$ cat src/rtl/div_unit.sv
// Radix-2 restoring divider for RV32M DIV/DIVU/REM/REMU.
// One quotient bit per clock; BUSY stalls the front of the pipe.
module div_unit #(
  parameter int XLEN  = 32,
  parameter int CNT_W = 6
) (
  input  logic            CLK,
  input  logic            RESET,
  input  logic            START,
  input  logic [4:0]      SELECT,
  input  logic [XLEN-1:0] DATA1,
  input  logic [XLEN-1:0] DATA2,
  input  logic            FLUSH,
  output logic            BUSY,
  output logic            DONE,
  output logic [XLEN-1:0] RESULT
);

  localparam logic [4:0] OP_DIV  = 5'b01101;
  localparam logic [4:0] OP_DIVU = 5'b01110;
  localparam logic [4:0] OP_REM  = 5'b01111;
  localparam logic [4:0] OP_REMU = 5'b10000;

  localparam logic [XLEN-1:0] MIN_NEG = {1'b1, {(XLEN-1){1'b0}}};
  localparam logic [CNT_W-1:0] LAST = CNT_W'(XLEN - 1);

  typedef enum logic [1:0] {
    IDLE   = 2'd0,
    CALC   = 2'd1,
    FINISH = 2'd2
  } state_t;

  state_t          r_state;
  logic [CNT_W-1:0] r_cnt;
  logic [XLEN-1:0] r_dvd;
  logic [XLEN-1:0] r_dvs;
  logic [XLEN-1:0] r_rem;
  logic [XLEN-1:0] r_quo;
  logic            r_qsign;
  logic            r_rsign;
  logic            r_isrem;
  logic            r_busy;
  logic            r_done;
  logic [XLEN-1:0] r_result;

  logic            w_valid;
  logic            w_signed;
  logic            w_isrem;
  logic            w_neg1;
  logic            w_neg2;
  logic [XLEN-1:0] w_abs1;
  logic [XLEN-1:0] w_abs2;
  logic            w_dz;
  logic            w_ovf;
  logic [XLEN:0]   w_shift;
  logic [XLEN:0]   w_diff;
  logic            w_ge;
  logic [XLEN-1:0] w_qfin;
  logic [XLEN-1:0] w_rfin;

  assign w_valid  = (SELECT == OP_DIV) || (SELECT == OP_DIVU) ||
                    (SELECT == OP_REM) || (SELECT == OP_REMU);
  assign w_signed = (SELECT == OP_DIV) || (SELECT == OP_REM);
  assign w_isrem  = (SELECT == OP_REM) || (SELECT == OP_REMU);
  assign w_neg1   = w_signed & DATA1[XLEN-1];
  assign w_neg2   = w_signed & DATA2[XLEN-1];
  assign w_abs1   = w_neg1 ? -DATA1 : DATA1;
  assign w_abs2   = w_neg2 ? -DATA2 : DATA2;
  assign w_dz     = (DATA2 == '0);
  assign w_ovf    = w_signed && (DATA1 == MIN_NEG) && (DATA2 == '1);

  // partial remainder never exceeds the divisor, so 33 bits hold the shift
  assign w_shift = {r_rem, r_dvd[XLEN-1]};
  assign w_diff  = w_shift - {1'b0, r_dvs};
  assign w_ge    = ~w_diff[XLEN];

  assign w_qfin = r_qsign ? -r_quo : r_quo;
  assign w_rfin = r_rsign ? -r_rem : r_rem;

  always_ff @(posedge CLK or posedge RESET) begin
    if (RESET) begin
      r_state  <= IDLE;
      r_cnt    <= '0;
      r_dvd    <= '0;
      r_dvs    <= '0;
      r_rem    <= '0;
      r_quo    <= '0;
      r_qsign  <= 1'b0;
      r_rsign  <= 1'b0;
      r_isrem  <= 1'b0;
      r_busy   <= 1'b0;
      r_done   <= 1'b0;
      r_result <= '0;
    end else begin
      r_done <= 1'b0;
      unique case (r_state)
        IDLE: begin
          // a START coinciding with DONE belongs to the finishing op
          if (START && !FLUSH && !r_done && w_valid) begin
            r_isrem <= w_isrem;
            r_busy  <= 1'b1;
            r_cnt   <= '0;
            if (w_dz || w_ovf) begin
              r_state <= FINISH;
              r_qsign <= 1'b0;
              r_rsign <= 1'b0;
              r_quo   <= w_dz ? '1 : MIN_NEG;
              r_rem   <= w_dz ? DATA1 : '0;
            end else begin
              r_state <= CALC;
              r_dvd   <= w_abs1;
              r_dvs   <= w_abs2;
              r_rem   <= '0;
              r_quo   <= '0;
              r_qsign <= w_neg1 ^ w_neg2;
              r_rsign <= w_neg1;
            end
          end
        end
        CALC: begin
          if (FLUSH) begin
            r_state <= IDLE;
            r_busy  <= 1'b0;
          end else begin
            r_dvd <= {r_dvd[XLEN-2:0], 1'b0};
            r_rem <= w_ge ? w_diff[XLEN-1:0] : w_shift[XLEN-1:0];
            r_quo <= {r_quo[XLEN-2:0], w_ge};
            r_cnt <= r_cnt + 1'b1;
            if (r_cnt == LAST) r_state <= FINISH;
          end
        end
        FINISH: begin
          r_state <= IDLE;
          r_busy  <= 1'b0;
          if (!FLUSH) begin
            r_result <= r_isrem ? w_rfin : w_qfin;
            r_done   <= 1'b1;
          end
        end
        default: begin
          r_state <= IDLE;
          r_busy  <= 1'b0;
        end
      endcase
    end
  end

  assign BUSY   = r_busy;
  assign DONE   = r_done;
  assign RESULT = r_result;

endmodule

$ cat config.mk
export PLATFORM = sky130hd
export DESIGN_NAME = div_unit
export DESIGN_NICKNAME = d
export VERILOG_FILES = /design/src/rtl/div_unit.sv
export SDC_FILE = /design/constraint.sdc
export NUM_CORES = 1
export LEC_CHECK = 0
export ABC_CLOCK_PERIOD_IN_PS = 5310
export BUFFER_PORTS_ARGS = -buffer_cell sky130_fd_sc_hd__clkbuf_2
export CAP_MARGIN = 20
export CORE_ASPECT_RATIO = 1.25
export CORE_UTILIZATION = 57
export CTS_BUF_LIST = sky130_fd_sc_hd__clkbuf_4 sky130_fd_sc_hd__clkbuf_8
export DETAILED_ROUTE_END_ITERATION = 16
export PLACE_DENSITY = 0.81
export SETUP_SLACK_MARGIN = 0.05
export SLEW_MARGIN = 20
export SYNTH_ARGS = -nofsm -noshare
export SYNTH_HDL_FRONTEND = slang
export SYNTH_SLANG_ARGS = --single-unit
$ cat constraint.sdc
create_clock -name CLK -period 5.31 [get_ports CLK]
set_input_delay 0.531 -clock CLK [delete_from_list [all_inputs] [get_ports CLK]]
set_output_delay 0.531 -clock CLK [all_outputs]
set_load 0.03 [all_outputs]
==> results_tabular.tex, run 1 <==
\begin{tabular}{lr}
\hline
Metric & Value \\
\hline
\multicolumn{2}{l}{\textbf{Synth}} \\
Largest family of logic cells by synthesized area & compound AO/OA/AOI/OAI gates \\
Xor/xnor share of the synthesized area & 9.91\% \\
Average size of a mapped cell & 7.85 sq um \\
Cell type with the largest total area after synthesis & sky130\_fd\_sc\_hd\_\_dfrtp\_1 \\
Gate Count Post-Synth & 1566 \\
Compound-gate portion of the synthesized area & 24.9\% \\
Distinct cells, synth & 65 \\
Main area contributors after synthesis & sky130\_fd\_sc\_hd\_\_dfrtp\_1, sky130\_fd\_sc\_hd\_\_a21oi\_1, sky130\_fd\_sc\_hd\_\_o21ai\_0, sky130\_fd\_sc\_hd\_\_nand2\_1, sky130\_fd\_sc\_hd\_\_xnor2\_1 \\
Simple logic cell fraction of the synthesized area & 20.0\% \\
Yosys warning total & 0 \\
Predominant post-synthesis flop cell & sky130\_fd\_sc\_hd\_\_dfrtp\_1 \\
Fraction of registers with async set or reset after synthesis & 100\% \\
Post-synthesis mux area share & 0.733\% \\
Net count after synthesis & 1678 \\
Number of flops mapped to enable cells by yosys & 0 \\
Number of flip-flops and latches in the synthesized netlist & 173 \\
Top cell type's share of synthesized area & 35.2\% \\
Adder-cell share of the synthesized area & 4.03\% \\
Sequential share of the synthesized area & 35.2\% \\
Post-Syn Area & 0.0123 sq mm \\
\multicolumn{2}{l}{\textbf{Floorplanning}} \\
Core area & 0.0210 sq mm \\
Area of the die & 0.0222 sq mm \\
Count of standard-cell rows & 59 \\
Die width & 133 um \\
Vert. Die Dim & 166 um \\
Starting Density & 58.6\% \\
I/O pin count & 107 \\
\multicolumn{2}{l}{\textbf{CTS}} \\
Hold bufs inserted after CTS & 0 \\
Post-CTS Setup Inserts & 0 \\
Clock-pin transition on the worst setup and hold timing paths & 0.12 ns \\
Number of gates given a new drive strength after cts & 0 \\
Level count of the clock H-tree & 4 \\
Clock latency of the later-clocked register in the worst-skew pair & 0.49 ns \\
Clock tree from TritonCTS & built \\
CTS Buf Count & 17 \\
Total clock sinks & 173 \\
Root Buffer Master & sky130\_fd\_sc\_hd\_\_clkbuf\_8 \\
Maximum buffer depth of the clock tree & 2 \\
\multicolumn{2}{l}{\textbf{Global routing}} \\
Met3 global-route usage & 3.30\% \\
Pin count of the biggest net entering global routing & 98 \\
GR Util met1 & 41.5\% \\
Overflow left after global routing & 0 \\
Via count of the first global-routing pass & 10576 \\
Layer with the highest usage after global routing & met2 \\
Wire length of the first global-routing pass & 54300 um \\
Total track usage & 30.7\% \\
Met2 track demand over resource & 50.3\% \\
Number of antenna violations at the first check in global routing & 0 \\
\multicolumn{2}{l}{\textbf{STA}} \\
Final count of negative-setup-slack endpoints & 0 \\
Unrepaired setup endpoints after global routing & no \\
Count of final hold-check violations & 0 \\
Highest Clock Rate & 250 MHz \\
Slew Limit Fails & 0 \\
Slew at the pin closest to its max-slew limit & 1.16 ns \\
Final period demand of the worst path & 3.99 ns \\
Share of the cycle needed by the critical path after routing & 75.2\% \\
Relative slew slack & 22.5\% \\
Layout Skew & 0.0246 ns \\
Sum of negative setup slack & 0 ns \\
\multicolumn{2}{l}{\textbf{Worst setup path}} \\
Worst Setup End Kind & register \\
Worst Setup SP & r\_dvd[31] \\
Crit-path slowest cell & sky130\_fd\_sc\_hd\_\_nor2\_1 \\
Worst-path fanout max & 10 \\
Kind of critical path & reg2reg \\
Most prevalent standard cell on the critical path & sky130\_fd\_sc\_hd\_\_a21oi\_1 \\
R2R Path Start & r\_dvd[31] \\
Kind of cell with the highest combined delay on the critical path & compound AO/OA/AOI/OAI gates \\
Worst Path Required & 5.65 ns \\
Worst setup SP type & register \\
Arr. time, crit path & 4.33 ns \\
Delay of the slowest critical-path stage & 0.94 ns \\
Cells traversed along the worst timing path & inv\_1 -> ha\_1 -> fa\_1 -> nand2b\_1 -> a21o\_1 -> a31o\_2 -> a21oi\_1 -> a211o\_1 -> a21oi\_1 -> nor2\_1 -> mux2i\_1 -> a22oi\_1 \\
Total buffers and inverters traversed by the critical path & 1 \\
\multicolumn{2}{l}{\textbf{Final layout}} \\
Top library cells by usage in the layout, fill and taps aside & sky130\_fd\_sc\_hd\_\_a21oi\_1, sky130\_fd\_sc\_hd\_\_nand2\_1, sky130\_fd\_sc\_hd\_\_dfrtp\_1, sky130\_fd\_sc\_hd\_\_o21ai\_0, sky130\_fd\_sc\_hd\_\_nor2\_1 \\
Area of all placed cells without fillers & 0.0133 sq mm \\
Leading cell type in the layout, fill and taps excluded & sky130\_fd\_sc\_hd\_\_a21oi\_1 \\
Final antenna diode count & 0 \\
Total Nets Final & 1717 \\
Number of filler instances in the final layout & 1876 \\
Synth-to-layout area growth & 8.37\% \\
Fraction of final layout cells with drive strength greater than 1 & 11.0\% \\
\multicolumn{2}{l}{\textbf{Route}} \\
Routed wire per std cell & 17.5 um \\
Length of the first detailed-routing pass in iterations & 6 \\
Final wirelength & 33100 um \\
Post-route ant nets & 0 \\
Remaining routing DRC violations & 0 \\
DRC violation total after the first TritonRoute iteration & 796 \\
Via total after detailed routing & 11470 \\
Via/cell ratio & 6.06 \\
\multicolumn{2}{l}{\textbf{Power and ir drop}} \\
Switching power total & 1.91 mW \\
Clock network power share & 20.8\% \\
Internal power & 2.60 mW \\
Pwr/cell area & 339 mW/mm\^{}2 \\
Worst supply voltage drop on vdd & 0.000178 V \\
Final total power & 4.51 mW \\
Reg power frac & 39.7\% \\
Static power due to leakage & 5.82 nW \\
Net switching fraction of the power & 42.4\% \\
Part of the power in combinational logic & 39.5\% \\
\multicolumn{2}{l}{\textbf{Worst hold path}} \\
Worst min-delay path class & in2async \\
\multicolumn{2}{l}{\textbf{Flow run}} \\
Number of violations of the max-capacitance limit & 0 \\
\multicolumn{2}{l}{\textbf{Place}} \\
Routability-driven placement congestion ratio & 0.967 \\
Final HPWL from detailed placement & 24700 um \\
Total cell area at the placement stage & 0.0129 sq mm \\
Count of port buffers added during placement & 106 \\
\multicolumn{2}{l}{\textbf{Outcome}} \\
Status & finished, final reports clean \\
\hline
\end{tabular}
[power by group through the flow]
stage | Combinational [mW] | Clock [mW] | Sequential, mW
final | 1.78 | 0.937 | 1.79
after CTS | 1.76 | 0.947 | 1.78
after floorplan | 1.37 | 0 | 1.71
after detailed placement | 1.75 | 0 | 1.81
after global placement | 1.70 | 0 | 1.80
after global routing | 1.99 | 0.998 | 1.82
[area by class of cell]
cell class              count  area [sq um]  area share, %
multi-input cells        1226          7340           55.1
clock inverters            14           154           1.16
repair buffers            125           673           5.05
inverters                  62           238           1.78
clock buffers              18           241           1.81
well taps                 274           343           2.57
flip-flops and latches    173          4330           32.5
[state kept, by name (all words and copies together), names as in the netlist]
register  count
r_isrem       1
BUSY          1
r_dvd        32
DONE          1
r_cnt         6
r_dvs        32
r_qsign       1
r_state       2
r_quo        32
r_rsign       1
RESULT       32
r_rem        32
[worst paths after layout]
check | slack [ns] | to | depth (start not counted)
min in group CLK | 0.36 | r_isrem | 3
worst max-delay path | 1.32 | r_rem[0] | 12
worst min-delay path | 0.20 | RESULT[10] | 2
worst max register to register | 1.32 | r_rem[0] | 12
max in group asynchronous | 3.96 | r_dvs[28] | 3
worst min register to register | 0.49 | r_dvd[17] | 2
[per-stage QoR]
| step | setup WS (ns) | hold slack (ns) | util (%) | cells |
|---|---|---|---|---|
| global placement | 1.26 | 0.461 | 61.6 | 1860 |
| floorplan | 0.0905 | 0.449 | - | 1566 |
| finish | 1.32 | 0.198 | 63.5 | 1892 |
| global route | 1.17 | 0.278 | 63.5 | 1892 |
| detailed placement | 1.08 | 0.469 | 61.6 | 1860 |
| CTS | 1.36 | 0.240 | 63.5 | 1892 |
[Yosys cell counts, types with 3 or more instances]
cell type                  number
sky130_fd_sc_hd__o21a_1         4
sky130_fd_sc_hd__a21oi_1      202
sky130_fd_sc_hd__o21bai_1       3
sky130_fd_sc_hd__nand2_1      193
sky130_fd_sc_hd__a21o_1        15
sky130_fd_sc_hd__o21ai_0      160
sky130_fd_sc_hd__buf_1          9
sky130_fd_sc_hd__dfrtp_1      173
sky130_fd_sc_hd__nand4_1       17
sky130_fd_sc_hd__a311oi_1      19
sky130_fd_sc_hd__a211oi_1       8
sky130_fd_sc_hd__nand3_1       13
sky130_fd_sc_hd__or4_1         14
sky130_fd_sc_hd__buf_2          8
sky130_fd_sc_hd__or2_1          3
sky130_fd_sc_hd__or3_1         22
sky130_fd_sc_hd__inv_1         62
sky130_fd_sc_hd__o31ai_1       22
sky130_fd_sc_hd__and3_1        27
sky130_fd_sc_hd__clkbuf_1      87
sky130_fd_sc_hd__a31oi_1       13
sky130_fd_sc_hd__nor4_1        31
sky130_fd_sc_hd__ha_1          38
sky130_fd_sc_hd__xor2_1        66
sky130_fd_sc_hd__o41ai_1       19
sky130_fd_sc_hd__a22oi_1        3
sky130_fd_sc_hd__mux2i_1        9
sky130_fd_sc_hd__nor4b_1        4
sky130_fd_sc_hd__and2_1         6
sky130_fd_sc_hd__xnor2_1       73
sky130_fd_sc_hd__or2_2          7
sky130_fd_sc_hd__nand2b_1      14
sky130_fd_sc_hd__o221ai_1       7
sky130_fd_sc_hd__nor2b_1        3
sky130_fd_sc_hd__o22a_1         3
sky130_fd_sc_hd__nor3_1        22
sky130_fd_sc_hd__nor2_1       137
sky130_fd_sc_hd__o211ai_1       9
sky130_fd_sc_hd__o21ai_1        7
[logic make-up after synthesis]
logic type,after synthesis
simple gates,522
compound gates,517
flops,173
buf+inv,167
xor+xnor,139
fa+ha+maj,39
mux,9
[layer usage]
layer	part of all wire [%]	vias to the layer above	routed length, um
met5	0	-	0
met4	3.4	0	1130
met3	4.4	56	1460
met2	48	336	15900
met1	44	5418	14600
li1	-	5660	-
[worst register-to-register path: stages (launching register included)]
cell,delay (ns)
sky130_fd_sc_hd__dfrtp_1,0.34
sky130_fd_sc_hd__inv_1,0.13
sky130_fd_sc_hd__ha_1,0.28
sky130_fd_sc_hd__fa_1,0.39
sky130_fd_sc_hd__nand2b_1,0.19
sky130_fd_sc_hd__a21o_1,0.19
sky130_fd_sc_hd__a31o_2,0.22
sky130_fd_sc_hd__a21oi_1,0.31
sky130_fd_sc_hd__a211o_1,0.22
sky130_fd_sc_hd__a21oi_1,0.22
sky130_fd_sc_hd__nor2_1,0.94
sky130_fd_sc_hd__mux2i_1,0.34
sky130_fd_sc_hd__a22oi_1,0.10
No activity file was read; power rests on OpenSTA's default activity.
==> run 2: changes to the inputs <==
--- a/config.mk
+++ b/config.mk
@@ -5,14 +5,14 @@
 export SDC_FILE = /design/constraint.sdc
 export NUM_CORES = 1
 export LEC_CHECK = 0
-export ABC_CLOCK_PERIOD_IN_PS = 5310
+export ABC_CLOCK_PERIOD_IN_PS = 4030
 export BUFFER_PORTS_ARGS = -buffer_cell sky130_fd_sc_hd__clkbuf_2
 export CAP_MARGIN = 20
 export CORE_ASPECT_RATIO = 1.25
-export CORE_UTILIZATION = 57
+export CORE_UTILIZATION = 63
 export CTS_BUF_LIST = sky130_fd_sc_hd__clkbuf_4 sky130_fd_sc_hd__clkbuf_8
 export DETAILED_ROUTE_END_ITERATION = 16
-export PLACE_DENSITY = 0.81
+export PLACE_DENSITY = 0.85
 export SETUP_SLACK_MARGIN = 0.05
 export SLEW_MARGIN = 20
 export SYNTH_ARGS = -nofsm -noshare
==> constraint.sdc (replaced) <==
create_clock -name CLK -period 4.03 [get_ports CLK]
set_input_delay 0.403 -clock CLK [delete_from_list [all_inputs] [get_ports CLK]]
set_output_delay 0.403 -clock CLK [all_outputs]
set_load 0.03 [all_outputs]
==> run 2 against run 1 <==
  * Global-route usage rose by 3.3 points
  * Wire length up 0.21%
  * Cell area increased by 0.45%
  * Critical path type unchanged
  * Critical endpoint is now RESULT[30]
==> results_tabular.tex, run 2 (same netlist as run 1, synthesis figures left out) <==
\begin{tabular}{lr}
\hline
Metric & Value \\
\hline
\multicolumn{2}{l}{\textbf{Outcome}} \\
Status & finished, final reports clean (unchanged) \\
\multicolumn{2}{l}{\textbf{CTS}} \\
Clock tree from TritonCTS & built (unchanged) \\
Total clock sinks & 173 (unchanged) \\
CTS Buf Count & 17 (unchanged) \\
Maximum buffer depth of the clock tree & 2 (unchanged) \\
Clock-pin transition on the worst setup and hold timing paths & 0.10 ns (was 0.12 ns) \\
Level count of the clock H-tree & 4 (unchanged) \\
Clock latency of the later-clocked register in the worst-skew pair & 0.48 ns (was 0.49 ns) \\
Root Buffer Master & sky130\_fd\_sc\_hd\_\_clkbuf\_8 (unchanged) \\
\multicolumn{2}{l}{\textbf{Final layout}} \\
Number of filler instances in the final layout & 1602 (was 1876) \\
Final antenna diode count & 0 (unchanged) \\
Fraction of final layout cells with drive strength greater than 1 & 11.4\% (was 11.0\%) \\
Top library cells by usage in the layout, fill and taps aside & sky130\_fd\_sc\_hd\_\_a21oi\_1, sky130\_fd\_sc\_hd\_\_nand2\_1, sky130\_fd\_sc\_hd\_\_dfrtp\_1, sky130\_fd\_sc\_hd\_\_o21ai\_0, sky130\_fd\_sc\_hd\_\_nor2\_1 (unchanged) \\
Leading cell type in the layout, fill and taps excluded & sky130\_fd\_sc\_hd\_\_a21oi\_1 (unchanged) \\
Area of all placed cells without fillers & 0.0134 sq mm (was 0.0133 sq mm) \\
Synth-to-layout area growth & 8.86\% (was 8.37\%) \\
Total Nets Final & 1725 (was 1717) \\
Post-Route Utilization & 70.7\% (was 63.5\%) \\
\multicolumn{2}{l}{\textbf{Worst setup path}} \\
R2R Path Start & r\_rem[6] (was r\_dvd[31]) \\
Number of cell instances on the worst register-to-register path & 9 (was 12) \\
Worst Setup End Kind & register (unchanged) \\
Worst Path Required & 4.39 ns (was 5.65 ns) \\
Critical path destination & RESULT[30] (was r\_rem[0]) \\
Register-to-register path setup slack & 0.54 ns (was 1.32 ns) \\
Kind of critical path & reg2reg (unchanged) \\
Arr. time, crit path & 3.84 ns (was 4.33 ns) \\
Worst Setup SP & r\_rem[6] (was r\_dvd[31]) \\
Worst-path fanout max & 6 (was 10) \\
Terminus of the critical flop-to-flop path & RESULT[30] (was r\_rem[0]) \\
Worst setup SP type & register (unchanged) \\
\multicolumn{2}{l}{\textbf{Place}} \\
Final HPWL from detailed placement & 25000 um (was 24700 um) \\
Count of port buffers added during placement & 106 (unchanged) \\
Setup Slack @ Placement & 0.358 ns (was 1.08 ns) \\
Total cell area at the placement stage & 0.0130 sq mm (was 0.0129 sq mm) \\
Routability-driven placement congestion ratio & 0.939 (was 0.967) \\
\multicolumn{2}{l}{\textbf{Global routing}} \\
Pin count of the biggest net entering global routing & 123 (was 98) \\
Number of antenna violations at the first check in global routing & 0 (unchanged) \\
Met3 global-route usage & 3.95\% (was 3.30\%) \\
Via count of the first global-routing pass & 10513 (was 10576) \\
Layer with the highest usage after global routing & met2 (unchanged) \\
Overflow left after global routing & 0 (unchanged) \\
Wire length of the first global-routing pass & 53200 um (was 54300 um) \\
GR Util met1 & 44.7\% (was 41.5\%) \\
Met2 track demand over resource & 55.2\% (was 50.3\%) \\
Total track usage & 34.0\% (was 30.7\%) \\
\multicolumn{2}{l}{\textbf{STA}} \\
Highest Clock Rate & 287 MHz (was 250 MHz) \\
Final worst slack & 0.543 ns (was 1.32 ns) \\
Count of final hold-check violations & 0 (unchanged) \\
Slew at the pin closest to its max-slew limit & 0.984 ns (was 1.16 ns) \\
Sum of negative setup slack & 0 ns (unchanged) \\
Relative slew slack & 34.4\% (was 22.5\%) \\
Share of the cycle needed by the critical path after routing & 86.5\% (was 75.2\%) \\
Final period demand of the worst path & 3.49 ns (was 3.99 ns) \\
Final count of negative-setup-slack endpoints & 0 (unchanged) \\
Slew Limit Fails & 0 (unchanged) \\
Unrepaired setup endpoints after global routing & no (unchanged) \\
Layout Skew & 0.0101 ns (was 0.0246 ns) \\
\multicolumn{2}{l}{\textbf{Power and ir drop}} \\
Static power due to leakage & 5.86 nW (was 5.82 nW) \\
Net switching fraction of the power & 42.6\% (was 42.4\%) \\
Part of the power in combinational logic & 40.1\% (was 39.5\%) \\
Clock network power share & 20.2\% (was 20.8\%) \\
Reg power frac & 39.8\% (was 39.7\%) \\
Final total power & 5.97 mW (was 4.51 mW) \\
Worst supply voltage drop on vdd & 0.000236 V (was 0.000178 V) \\
Pwr/cell area & 446 mW/mm\^{}2 (was 339 mW/mm\^{}2) \\
Switching power total & 2.54 mW (was 1.91 mW) \\
Internal power & 3.43 mW (was 2.60 mW) \\
\multicolumn{2}{l}{\textbf{Flow run}} \\
Number of violations of the max-capacitance limit & 0 (unchanged) \\
\multicolumn{2}{l}{\textbf{Floorplanning}} \\
Count of standard-cell rows & 56 (was 59) \\
I/O pin count & 107 (unchanged) \\
Vert. Die Dim & 158 um (was 166 um) \\
Starting Density & 65.0\% (was 58.6\%) \\
Die width & 127 um (was 133 um) \\
Area of the die & 0.0201 sq mm (was 0.0222 sq mm) \\
Core area & 0.0189 sq mm (was 0.0210 sq mm) \\
\multicolumn{2}{l}{\textbf{Route}} \\
Length of the first detailed-routing pass in iterations & 6 (unchanged) \\
Remaining routing DRC violations & 0 (unchanged) \\
Via total after detailed routing & 11651 (was 11470) \\
Via/cell ratio & 6.27 (was 6.06) \\
Routed wire per std cell & 17.9 um (was 17.5 um) \\
Post-route ant nets & 0 (unchanged) \\
Final wirelength & 33200 um (was 33100 um) \\
DRC violation total after the first TritonRoute iteration & 1059 (was 796) \\
\multicolumn{2}{l}{\textbf{Worst hold path}} \\
Min-delay src & DATA2[0] \\
Worst min-delay path class & in2reg (was in2async) \\
\hline
\end{tabular}
[run 2: changes by cell type in the layout (fill, tap and decap cells not counted), moves of 2 or more]
cell	previous run	this run
sky130_fd_sc_hd__buf_4	19	21
sky130_fd_sc_hd__inv_6	1	3
sky130_fd_sc_hd__buf_12	0	5
sky130_fd_sc_hd__clkinv_4	3	1
sky130_fd_sc_hd__clkinvlp_4	3	6
[run 2: what timing repair did]
item	CTS	global route
setup buffers	0	0
hold endpoints to repair	12	0
gates resized for setup	0	0
hold buffers	1	0
[run 2: layer usage]
metal  part of all wire [%]  vias to the layer above
met3                    5.5                      104
met4                    5.0                        0
li1                       -                     5670
met1                     43                     5422
met5                      0                        -
met2                     47                      455
[run 2: critical path, cell delays in order, from the launching register on]
cell and delay (ns):
sky130_fd_sc_hd__dfrtp_1 0.48, sky130_fd_sc_hd__or4_1 0.57, sky130_fd_sc_hd__or3_1 0.34, sky130_fd_sc_hd__or2_1 0.30, sky130_fd_sc_hd__or4_4 0.52, sky130_fd_sc_hd__or2_1 0.26, sky130_fd_sc_hd__or3_4 0.38, sky130_fd_sc_hd__o21ai_2 0.16
sky130_fd_sc_hd__xor2_1 0.24, sky130_fd_sc_hd__o211ai_1 0.11
[run 2: through the flow]
| stage | cells | hold WS, ns |
|---|---|---|
| 2_1_floorplan | 1566 | 0.449 |
| 3_3_place_gp | 1825 | 0.385 |
| 3_5_place_dp | 1825 | 0.391 |
| 4_1_cts | 1858 | 0.220 |
| 5_1_grt | 1858 | 0.254 |
| 6_report | 1858 | 0.223 |
[run 2: how the worst min path moves through the flow]
stage                            to  slack (ns)  cells after the start
after global routing           BUSY        0.25                      4
after detailed placement  RESULT[9]        0.39                      2
final                      r_dvs[0]        0.22                      3
after global placement    RESULT[9]        0.39                      2
after floorplan            r_dvd[0]        0.45                      2
after CTS                      BUSY        0.22                      4
[run 2: layout make-up]
cell class                 count  area, sq um  area share [%]
clock buffer                  17          234            1.75
multi-input combinational   1226         7340            54.9
inverter                      62          236            1.77
tap                          232          290            2.17
timing repair buffer         133          798            5.97
clock inverter                15          150            1.12
sequential                   173         4330            32.4
[run 2: power groups by stage]
stage	registers, mW	clock network, mW	logic, mW
after floorplan	2.25	0	1.80
after global placement	2.38	0	2.28
after detailed placement	2.39	0	2.34
after CTS	2.36	1.21	2.35
after global routing	2.41	1.28	2.67
final	2.37	1.20	2.39
==> run 3: changes to the inputs <==
--- a/config.mk
+++ b/config.mk
@@ -8,8 +8,10 @@
 export ABC_CLOCK_PERIOD_IN_PS = 4030
 export BUFFER_PORTS_ARGS = -buffer_cell sky130_fd_sc_hd__clkbuf_2
 export CAP_MARGIN = 20
+export CELL_PAD_IN_SITES_DETAIL_PLACEMENT = 1
+export CELL_PAD_IN_SITES_GLOBAL_PLACEMENT = 1
 export CORE_ASPECT_RATIO = 1.25
-export CORE_UTILIZATION = 63
+export CORE_UTILIZATION = 47
 export CTS_BUF_LIST = sky130_fd_sc_hd__clkbuf_4 sky130_fd_sc_hd__clkbuf_8
 export DETAILED_ROUTE_END_ITERATION = 16
 export PLACE_DENSITY = 0.85
==> run 3 against run 2 <==
  * The run now ends with negative hold slack left
  * Critical endpoint is now r_rem[30]
  * Power is 3.9% higher
  * First-iteration DRC count decreased by 48%
  * Clock power rose by 13%
  * Highest routed layer unchanged
  * Clock skew rose by 0.0057 ns
  * Largest cell class unchanged
  * Sequential share of layout area down 0.40 points
==> results_tabular.tex, run 3 (same netlist as run 1, synthesis figures left out) <==
\begin{tabular}{lr}
\hline
Metric & Value \\
\hline
\multicolumn{2}{l}{\textbf{Outcome}} \\
Status & complete, but fails checks (was finished, final reports clean) \\
Violated checks & negative hold slack \\
\multicolumn{2}{l}{\textbf{Worst setup path}} \\
Most prevalent standard cell on the critical path & sky130\_fd\_sc\_hd\_\_a21oi\_1 (was sky130\_fd\_sc\_hd\_\_or2\_1) \\
Worst Path Required & 4.42 ns (was 4.39 ns) \\
Terminus of the critical flop-to-flop path & r\_rem[30] (was RESULT[30]) \\
Register-to-register path setup slack & 0.38 ns (was 0.54 ns) \\
Kind of cell with the highest combined delay on the critical path & compound AO/OA/AOI/OAI gates (was simple AND/OR/NAND/NOR gates) \\
Crit-path slowest cell & sky130\_fd\_sc\_hd\_\_nor2\_1 (was sky130\_fd\_sc\_hd\_\_or4\_1) \\
Kind of critical path & reg2reg (unchanged) \\
Total buffers and inverters traversed by the critical path & 0 (unchanged) \\
Delay of the slowest critical-path stage & 0.77 ns (was 0.57 ns) \\
Worst Setup End Kind & register (unchanged) \\
Cells traversed along the worst timing path & ha\_1 -> fa\_1 -> nand2b\_1 -> a21o\_1 -> a31o\_2 -> a21oi\_1 -> a211o\_1 -> a21oi\_1 -> nor2\_1 -> a2111oi\_0 -> nor3\_1 (was or4\_1 -> or3\_1 -> or2\_1 -> or4\_4 -> or2\_1 -> or3\_4 -> o21ai\_2 -> xor2\_1 -> o211ai\_1) \\
Worst setup SP type & register (unchanged) \\
R2R Path Start & r\_dvs[0] (was r\_rem[6]) \\
Worst-path fanout max & 10 (was 6) \\
Arr. time, crit path & 4.04 ns (was 3.84 ns) \\
Number of cell instances on the worst register-to-register path & 11 (was 9) \\
\multicolumn{2}{l}{\textbf{Route}} \\
Remaining routing DRC violations & 0 (unchanged) \\
Length of the first detailed-routing pass in iterations & 4 (was 6) \\
Via total after detailed routing & 11867 (was 11651) \\
Final wirelength & 38700 um (was 33200 um) \\
Routed wire per std cell & 19.8 um (was 17.9 um) \\
DRC violation total after the first TritonRoute iteration & 546 (was 1059) \\
Via/cell ratio & 6.05 (was 6.27) \\
Post-route ant nets & 0 (unchanged) \\
\multicolumn{2}{l}{\textbf{STA}} \\
Final count of negative-setup-slack endpoints & 0 (unchanged) \\
Final period demand of the worst path & 3.65 ns (was 3.49 ns) \\
Unrepaired setup endpoints after global routing & no (unchanged) \\
Slew at the pin closest to its max-slew limit & 1.01 ns (was 0.984 ns) \\
Slew Limit Fails & 0 (unchanged) \\
Highest Clock Rate & 274 MHz (was 287 MHz) \\
Layout Skew & 0.0158 ns (was 0.0101 ns) \\
Share of the cycle needed by the critical path after routing & 90.7\% (was 86.5\%) \\
Worst hold slack & -0.000542 ns (was 0.223 ns) \\
Final worst slack & 0.376 ns (was 0.543 ns) \\
Count of final hold-check violations & 1 (was 0) \\
Relative slew slack & 32.7\% (was 34.4\%) \\
Sum of negative setup slack & 0 ns (unchanged) \\
\multicolumn{2}{l}{\textbf{Floorplanning}} \\
Core area & 0.0255 sq mm (was 0.0189 sq mm) \\
Area of the die & 0.0268 sq mm (was 0.0201 sq mm) \\
Die width & 147 um (was 127 um) \\
Vert. Die Dim & 183 um (was 158 um) \\
Starting Density & 48.3\% (was 65.0\%) \\
Count of standard-cell rows & 65 (was 56) \\
I/O pin count & 107 (unchanged) \\
\multicolumn{2}{l}{\textbf{CTS}} \\
CTS Buf Count & 17 (unchanged) \\
Maximum buffer depth of the clock tree & 2 (unchanged) \\
Post-CTS Setup Inserts & 0 (unchanged) \\
Clock tree from TritonCTS & built (unchanged) \\
Hold bufs inserted after CTS & 0 (was 1) \\
Clock latency of the later-clocked register in the worst-skew pair & 0.48 ns (about the same) \\
Number of gates given a new drive strength after cts & 0 (unchanged) \\
Clock-pin transition on the worst setup and hold timing paths & 0.10 ns (about the same) \\
Level count of the clock H-tree & 4 (unchanged) \\
Root Buffer Master & sky130\_fd\_sc\_hd\_\_clkbuf\_8 (unchanged) \\
Total clock sinks & 173 (unchanged) \\
\multicolumn{2}{l}{\textbf{Global routing}} \\
Pin count of the biggest net entering global routing & 81 (was 123) \\
Total track usage & 29.6\% (was 34.0\%) \\
Overflow left after global routing & 0 (unchanged) \\
Via count of the first global-routing pass & 12123 (was 10513) \\
Number of antenna violations at the first check in global routing & 0 (unchanged) \\
Wire length of the first global-routing pass & 63200 um (was 53200 um) \\
\multicolumn{2}{l}{\textbf{Place}} \\
\# placed instances & 1928 (was 1825) \\
Total cell area at the placement stage & 0.0131 sq mm (was 0.0130 sq mm) \\
Setup Slack @ Placement & 0.169 ns (was 0.358 ns) \\
Count of port buffers added during placement & 106 (unchanged) \\
Routability-driven placement congestion ratio & 0.900 (was 0.939) \\
Final HPWL from detailed placement & 29500 um (was 25000 um) \\
\multicolumn{2}{l}{\textbf{Final layout}} \\
Synth-to-layout area growth & 10.2\% (was 8.86\%) \\
Total Nets Final & 1724 (was 1725) \\
Area of all placed cells without fillers & 0.0135 sq mm (was 0.0134 sq mm) \\
Number of filler instances in the final layout & 3232 (was 1602) \\
Leading cell type in the layout, fill and taps excluded & sky130\_fd\_sc\_hd\_\_a21oi\_1 (unchanged) \\
Fraction of final layout cells with drive strength greater than 1 & 11.4\% (about the same) \\
Non-filler instance count after layout & 1960 (was 1858) \\
Top library cells by usage in the layout, fill and taps aside & sky130\_fd\_sc\_hd\_\_a21oi\_1, sky130\_fd\_sc\_hd\_\_nand2\_1, sky130\_fd\_sc\_hd\_\_dfrtp\_1, sky130\_fd\_sc\_hd\_\_o21ai\_0, sky130\_fd\_sc\_hd\_\_nor2\_1 (unchanged) \\
Final antenna diode count & 0 (unchanged) \\
\multicolumn{2}{l}{\textbf{Power and ir drop}} \\
Static power due to leakage & 5.90 nW (was 5.86 nW) \\
Internal power & 3.64 mW (was 3.43 mW) \\
Worst supply voltage drop on vdd & 0.000202 V (was 0.000236 V) \\
Reg power frac & 38.6\% (was 39.8\%) \\
Part of the power in combinational logic & 39.7\% (was 40.1\%) \\
Pwr/cell area & 458 mW/mm\^{}2 (was 446 mW/mm\^{}2) \\
Switching power total & 2.55 mW (was 2.54 mW) \\
Net switching fraction of the power & 41.2\% (was 42.6\%) \\
Clock network power share & 21.7\% (was 20.2\%) \\
\multicolumn{2}{l}{\textbf{Flow run}} \\
Number of violations of the max-capacitance limit & 0 (unchanged) \\
\multicolumn{2}{l}{\textbf{Worst hold path}} \\
Worst min-delay path class & in2async (was in2reg) \\
\hline
\end{tabular}
-- run 3: layout make-up --
cell class | count | area [sq um] | area share [%]
multi-input cells | 1226 | 7340 | 54.2
flip-flops and latches | 173 | 4330 | 32.0
repair buffers | 132 | 788 | 5.82
well taps | 335 | 419 | 3.09
clock buffers | 25 | 332 | 2.45
inverters | 62 | 236 | 1.75
clock inverters | 7 | 101 | 0.748
-- run 3: layer usage --
metal	track usage, %	wire length [um]
met5	0	0
met1	36.8	16700
met2	51.0	19200
met3	3.06	1100
met4	14.9	1710
-- run 3: worst max path at each step --
| stage | startpoint | end | slack [ns] | cells past startpoint |
|---|---|---|---|---|
| global route | r_dvs[0] | r_rem[30] | 0.19 | 11 |
| detailed placement | DATA2[0] | r_dvd[31] | 0.17 | 13 |
| floorplan | r_rem[6] | RESULT[30] | 0.83 | 10 |
| global placement | DATA2[0] | r_rem[26] | 0.32 | 12 |
| finish | r_dvs[0] | r_rem[30] | 0.38 | 11 |
| CTS | r_dvs[0] | r_rem[0] | 0.40 | 11 |
-- run 3: per-stage QoR --
| step | util [%] | power [mW] |
|---|---|---|
| 5_1_grt | 53.2 | 6.57 |
| 4_1_cts | 53.2 | 6.19 |
| 3_5_place_dp | 51.5 | 4.83 |
| 2_1_floorplan | - | 4.05 |
| 3_3_place_gp | 51.5 | 4.70 |
| 6_report | 53.2 | 6.20 |
-- run 3: power by group through the flow --
stage / clock network, mW / logic [mW] / registers, mW
global placement: 0 / 2.31 / 2.39
finish: 1.35 / 2.46 / 2.39
detailed placement: 0 / 2.42 / 2.41
global route: 1.42 / 2.73 / 2.42
CTS: 1.36 / 2.45 / 2.38
floorplan: 0 / 1.80 / 2.25
